File: src/rtl/weight_stream_pkg.sv
// weight_stream_pkg: shared FSM state type and credit-width helper for the weight ROM streamer.
package weight_stream_pkg;

    typedef enum logic [1:0] {IDLE, ISSUE, DRAIN, DONE} wsc_state_t;

    function automatic int credit_width(input int fifo_depth, input int rom_latency);
        return $clog2(fifo_depth + rom_latency + 1);
    endfunction

endpackage

File: src/rtl/weight_stream_fifo.sv
// weight_stream_fifo: registered show-ahead FIFO with occupancy count and synchronous flush.
module weight_stream_fifo #(
    parameter int WIDTH = 129,
    parameter int DEPTH = 4
) (
    input  logic                         clk,
    input  logic                         rst,
    input  logic                         flush,
    input  logic                         push,
    input  logic                         pop,
    input  logic [WIDTH-1:0]             din,
    output logic [WIDTH-1:0]             dout,
    output logic [$clog2(DEPTH+1)-1:0]   count
);
    localparam int CW = $clog2(DEPTH + 1);
    localparam int PW = DEPTH > 1 ? $clog2(DEPTH) : 1;

    logic [WIDTH-1:0] mem [DEPTH];
    logic [PW-1:0] rd_ptr, wr_ptr;
    logic do_push, do_pop;

    function automatic logic [PW-1:0] inc(input logic [PW-1:0] p);
        return p == PW'(DEPTH - 1) ? '0 : p + 1'b1;
    endfunction

    assign do_push = push && count != CW'(DEPTH);
    assign do_pop  = pop && count != '0;
    assign dout    = mem[rd_ptr];

    always_ff @(posedge clk)
        if (do_push) mem[wr_ptr] <= din;

    always_ff @(posedge clk or negedge rst) begin
        if (!rst) begin
            rd_ptr <= '0;
            wr_ptr <= '0;
            count  <= '0;
        end else if (flush) begin
            rd_ptr <= '0;
            wr_ptr <= '0;
            count  <= '0;
        end else begin
            if (do_push) wr_ptr <= inc(wr_ptr);
            if (do_pop) rd_ptr <= inc(rd_ptr);
            count <= count + CW'(do_push) - CW'(do_pop);
        end
    end

endmodule

File: src/rtl/weight_rom_stream_ctrl.sv
// weight_rom_stream_ctrl: streams ROM words 0..OUT_DEPTH-1 for N passes to a valid/ready consumer,
// issuing reads only against free FIFO credits so backpressure never loses a beat.
module weight_rom_stream_ctrl
    import weight_stream_pkg::*;
#(
    parameter int DATA_WIDTH  = 128,
    parameter int OUT_DEPTH   = 2304,
    parameter int ADDR_WIDTH  = $clog2(OUT_DEPTH) + 1,
    parameter int ROM_LATENCY = 2,
    parameter int FIFO_DEPTH  = 4,
    parameter int PASS_WIDTH  = 16
) (
    input  logic                  clk,
    input  logic                  rst,
    input  logic                  start,
    input  logic [PASS_WIDTH-1:0] num_passes,
    input  logic                  abort,
    output logic                  busy,
    output logic                  done,
    output logic [PASS_WIDTH-1:0] pass_idx,
    output logic [ADDR_WIDTH-1:0] rom_addr,
    output logic                  rom_ce,
    input  logic [DATA_WIDTH-1:0] rom_q,
    output logic [DATA_WIDTH-1:0] data_out,
    output logic                  data_out_valid,
    input  logic                  data_out_ready,
    output logic                  data_out_last
);
    localparam int CW = credit_width(FIFO_DEPTH, ROM_LATENCY);

    wsc_state_t state;
    logic [ADDR_WIDTH-1:0] addr_cnt;
    logic [PASS_WIDTH-1:0] pass_cnt, npass;
    logic [ROM_LATENCY-1:0] vld_sr, tag_sr;
    logic [CW-1:0] inflight, occ;
    logic [$clog2(FIFO_DEPTH+1)-1:0] fifo_cnt;
    logic [DATA_WIDTH:0] fifo_q;
    logic pop, issue, tag, final_rd;

    always_comb begin
        inflight = '0;
        for (int i = 0; i < ROM_LATENCY; i++) inflight = inflight + CW'(vld_sr[i]);
    end

    assign occ            = CW'(fifo_cnt);
    assign data_out_valid = fifo_cnt != '0;
    assign data_out       = fifo_q[DATA_WIDTH:1];
    assign data_out_last  = data_out_valid & fifo_q[0];
    assign pop            = data_out_valid & data_out_ready;
    // A slot being popped this cycle is already free for the read issued now.
    assign issue    = state == ISSUE && (inflight + occ < CW'(FIFO_DEPTH) + CW'(pop));
    assign tag      = addr_cnt == ADDR_WIDTH'(OUT_DEPTH - 1);
    assign final_rd = issue && tag && pass_cnt == npass - 1'b1;
    assign rom_addr = addr_cnt;
    assign rom_ce   = 1'b1;
    assign pass_idx = pass_cnt;

    weight_stream_fifo #(.WIDTH(DATA_WIDTH + 1), .DEPTH(FIFO_DEPTH)) u_fifo (
        .clk   (clk),
        .rst   (rst),
        .flush (abort),
        .push  (vld_sr[ROM_LATENCY-1]),
        .pop   (pop),
        .din   ({rom_q, tag_sr[ROM_LATENCY-1]}),
        .dout  (fifo_q),
        .count (fifo_cnt)
    );

    always_ff @(posedge clk or negedge rst) begin
        if (!rst) begin
            state    <= IDLE;
            addr_cnt <= '0;
            pass_cnt <= '0;
            npass    <= '0;
            vld_sr   <= '0;
            tag_sr   <= '0;
            busy     <= 1'b0;
            done     <= 1'b0;
        end else begin
            done   <= 1'b0;
            vld_sr <= abort ? '0 : (vld_sr << 1) | ROM_LATENCY'(issue);
            tag_sr <= abort ? '0 : (tag_sr << 1) | ROM_LATENCY'(issue & tag);
            if (abort) begin
                state    <= IDLE;
                busy     <= 1'b0;
                addr_cnt <= '0;
                pass_cnt <= '0;
            end else begin
                case (state)
                    IDLE: if (start) begin
                        npass    <= num_passes;
                        addr_cnt <= '0;
                        pass_cnt <= '0;
                        state    <= num_passes == '0 ? DONE : ISSUE;
                        busy     <= num_passes != '0;
                        done     <= num_passes == '0;
                    end
                    ISSUE: if (issue) begin
                        addr_cnt <= tag ? '0 : addr_cnt + 1'b1;
                        if (tag && !final_rd) pass_cnt <= pass_cnt + 1'b1;
                        if (final_rd) state <= DRAIN;
                    end
                    DRAIN: if (inflight == '0 && (occ == '0 || (occ == CW'(1) && pop))) begin
                        state <= DONE;
                        busy  <= 1'b0;
                        done  <= 1'b1;
                    end
                    default: state <= IDLE;
                endcase
            end
        end
    end

endmodule

File: config.mk
export PLATFORM = sky130hd
export DESIGN_NAME = weight_rom_stream_ctrl
export DESIGN_NICKNAME = d
export VERILOG_FILES = /design/src/rtl/weight_stream_pkg.sv /design/src/rtl/weight_stream_fifo.sv /design/src/rtl/weight_rom_stream_ctrl.sv
export SDC_FILE = /design/constraint.sdc
export NUM_CORES = 1
export LEC_CHECK = 0
export CORE_UTILIZATION = 45
export DETAILED_ROUTE_END_ITERATION = 16
export GPL_TIMING_DRIVEN = 0
export PLACE_DENSITY = 0.65
export SLEW_MARGIN = 20
export SYNTH_ARGS = -nofsm -noshare
export SYNTH_HDL_FRONTEND = slang
export SYNTH_SLANG_ARGS = --single-unit
File: constraint.sdc
create_clock -name clk -period 6.4 [get_ports clk]
set_input_delay 0.64 -clock clk [delete_from_list [all_inputs] [get_ports clk]]
set_output_delay 0.64 -clock clk [all_outputs]
set_load 0.005 [all_outputs]
==> impl_metrics.csv <==
group,metric,value,unit
floorplanning,start_util,0.4570,
timing,min_period_over_period,0.7460,
clocking,clkTransAtPathRegs,0.06,ns
clocking,cts_htree_levels,2,
timing,tns,0,ns
setup_path,crit_type,"reg2out",
finish,area_delta_synth_final,26.88,%
clocking,ctsResizeCount,0,
place,dpl_worst_slack,2.078,ns
power,ir_drop,200.7,µV
clocking,cts-buffers-inserted,58,
global_route,grt_pass1_wl,74200,µm
power,cellPowerDensity,340.5,nW/µm²
routing,wl_per_cell,22.41,µm
synthesis,ys_warn_count,0,
place,io_buffers,309,
synthesis,synth.distinct_cells,58,
synthesis,syn_area_per_cell,20.56,µm²
finish,nFillCells,3680,
global_route,grt_use_total,0.1962,
routing,drtIter0Drc,722,
floorplanning,die_h,225.0,µm
clocking,cts_num_sinks,576,
timing,hold_viol,0,
place,dp_hpwl,32120,µm
routing,drc_errors,0,
global_route,grt_pass1_vias,12126,
setup_path,critPathCaptureType,"primary output",
power,p_leak,9.076,nW
global_route,grt_max_degree,44,
synthesis,syn-num-nets,1256,
synthesis,synth-seq-cells,576,
timing,fmax,0.2095,GHz
setup_path,start_kind,"register",
timing,setup_viol,0,
place,gp_congestion,0.8861,
finish,fin_util,0.5798,
routing,vias,11702,
setup_path,arrival,4.13,ns
routing,drt.antenna.violating_nets,0,
floorplanning,rows,81,
clocking,cts_tree,"yes",
timing,holdWs,0.4644,ns
global_route,overflow,0,
finish,fin_nets,1639,
routing,viasPerCell,5.361,
synthesis,syn_area,22370,µm²
synthesis,synth_area_leader_cell,"edfxtp_1",
timing,tightest_slew,1.043,ns
synthesis,yosysSeqAreaShare,0.7598,
routing,firstDrtPassIters,5,
outcome,status,"finished, final reports clean",
clocking,clockRootBuffer,"clkbuf_16",
clocking,clock_path_buffers,3,
synthesis,synth_top_area_share,0.6927,
timing,final.min_clock_period,4.774,ns
floorplanning,dieWidth,225.0,µm
timing,slew_viol_final,0,
setup_path,critPathMaxFanout,10,
floorplanning,coreArea,48950,µm²
min_path,hold_path.class,"in2async",
synthesis,synth-edff-count,516,
routing,drt_wl_total,48920,µm
power,power,9.663,mW
finish,final_layout_size_suffix_gt1_frac,0.1634,
synthesis,ys_top_cells_by_area,"edfxtp_1 (69%), mux4_2 (13%), dfrtp_1 (6.7%)",
timing,relSlewSlack,0.3050,
timing,fin_ws,1.626,ns
floorplanning,ios,311,
synthesis,synthArstFlopShare,0.1042,
flow_run,maxCapViolCount,0,
timing,fin_worst_skew,0.01555,ns
timing,grt_setup_unrepaired,"false",
global_route,antenna_found_initial,7,
setup_path,cp.required,5.76,ns
floorplanning,die_area,50610,µm²
clocking,clk-insertion-delay-late,0.59,ns
synthesis,synth_cells,1088,
synthesis,synthFlopType,"edfxtp_1",
## repair_timing
item	in CTS	in global routing
hold buffers	1	0
buffers inserted	0	0
endpoints found under the hold margin	20	0
## cell type report
type	count	area, µm²	area share
Antenna cell	1	2.502	0.00008816
Buffer	48	197.7	0.006965
Clock buffer	93	1624	0.05722
Clock inverter	14	123.9	0.004364
Inverter	21	78.83	0.002777
Multi-Input combinational cell	443	5109	0.1800
Sequential cell	576	17000	0.5988
Tap cell	664	830.8	0.02927
Timing Repair Buffer	323	3421	0.1205
## power breakdown
part           switching, mW  leakage [nW]  internal (mW)
combinational          0.972          2.80           1.18
clock                   1.33         0.838           1.81
sequential             0.119          5.44           4.26
## through the flow
| step | instance area [µm²] | std cells |
|---|---|---|
| 2_1_floorplan | 22370 | 1088 |
| 3_3_place_gp | 26290 | 2061 |
| 3_5_place_dp | 26620 | 2074 |
| 4_1_cts | 28380 | 2182 |
| 5_1_grt | 28380 | 2183 |
| 6_report | 28380 | 2183 |
## sequential cells by signal, indices dropped and copies added (netlist names)
name           flops
tag_sr             2
u_fifo.wr_ptr      2
pass_idx          16
state              2
done               1
u_fifo.count       3
u_fifo.mem       516
u_fifo.rd_ptr      2
rom_addr          13
vld_sr             2
npass             16
busy               1
## cell families (layout without fill, tap and decap cells)
group                      after synthesis  in the layout  synth area share
buffers and inverters                   69            499           0.01230
other                                    1              2         0.0001676
and+or+nand+nor                        170            170           0.04195
AOI/OAI and AO/OA                       71             71           0.02170
xor gates and xnor gates                31             31           0.01214
muxes                                  151            151            0.1407
DFF                                    576            576            0.7598
adders and majority gates               19             19           0.01130
## synth_stat cells, types with 2 or more instances
cell type,number
a211o_1,2
a211oi_1,3
a21oi_1,19
a31oi_1,4
and2_1,7
and3_1,8
buf_1,19
buf_4,2
clkbuf_1,25
dfrtp_1,60
edfxtp_1,516
fa_1,2
ha_1,17
inv_1,21
mux2_2,16
mux2i_1,5
mux4_2,129
nand2_1,27
nand2b_1,6
nand3_1,22
nand3b_1,4
nand4_1,9
nor2_1,33
nor2b_1,5
nor3_1,14
nor4_1,7
o211ai_1,3
o21a_1,2
o21ai_0,11
o22ai_1,3
o31ai_1,13
or3_1,6
or4_1,12
or4b_2,3
xnor2_1,19
xor2_1,12
## cells in the final DEF (no fill, tap or decap), types with 13 or more instances in the layout
| cell | n |
|---|---|
| o31ai_1 | 13 |
| inv_1 | 21 |
| clkbuf_16 | 59 |
| nand3_1 | 22 |
| clkbuf_1 | 56 |
| a21oi_1 | 19 |
| nor3_1 | 14 |
| mux2_2 | 16 |
| xnor2_1 | 19 |
| ha_1 | 17 |
| nor2_1 | 33 |
| mux4_2 | 129 |
| clkdlybuf4s50_1 | 308 |
| nand2_1 | 27 |
| edfxtp_1 | 516 |
| dfrtp_1 | 60 |
| buf_1 | 19 |
## critical path, stage by stage, from the launching register on
cell and delay [ns]:
dfrtp_1 0.42, clkbuf_1 0.35, clkbuf_1 0.82, buf_1 0.79, mux4_2 0.60, clkdlybuf4s50_1 0.55
## worst paths after layout
kind	start	to	slack, ns	depth (start not counted)
max	u_fifo.rd_ptr[0]	data_out[75]	1.63	5
min	rst	pass_idx[5]	0.46	2
max reg2reg	npass[0]	pass_idx[0]	2.63	13
min reg2reg	tag_sr[0]	tag_sr[1]	0.49	1
max in group asynchronous	rst	rom_addr[10]	5.42	3
min in group clk	tag_sr[0]	tag_sr[1]	0.49	1
## layer usage
metal / track usage / up-vias / wire length (µm)
li1: - / 5243 / -
met1: 0.2691 / 6036 / 21110
met2: 0.3108 / 341 / 23320
met3: 0.05802 / 70 / 3642
met4: 0.04477 / 12 / 758
met5: 0 / - / 85
No activity file was read; power rests on OpenSTA's default activity.
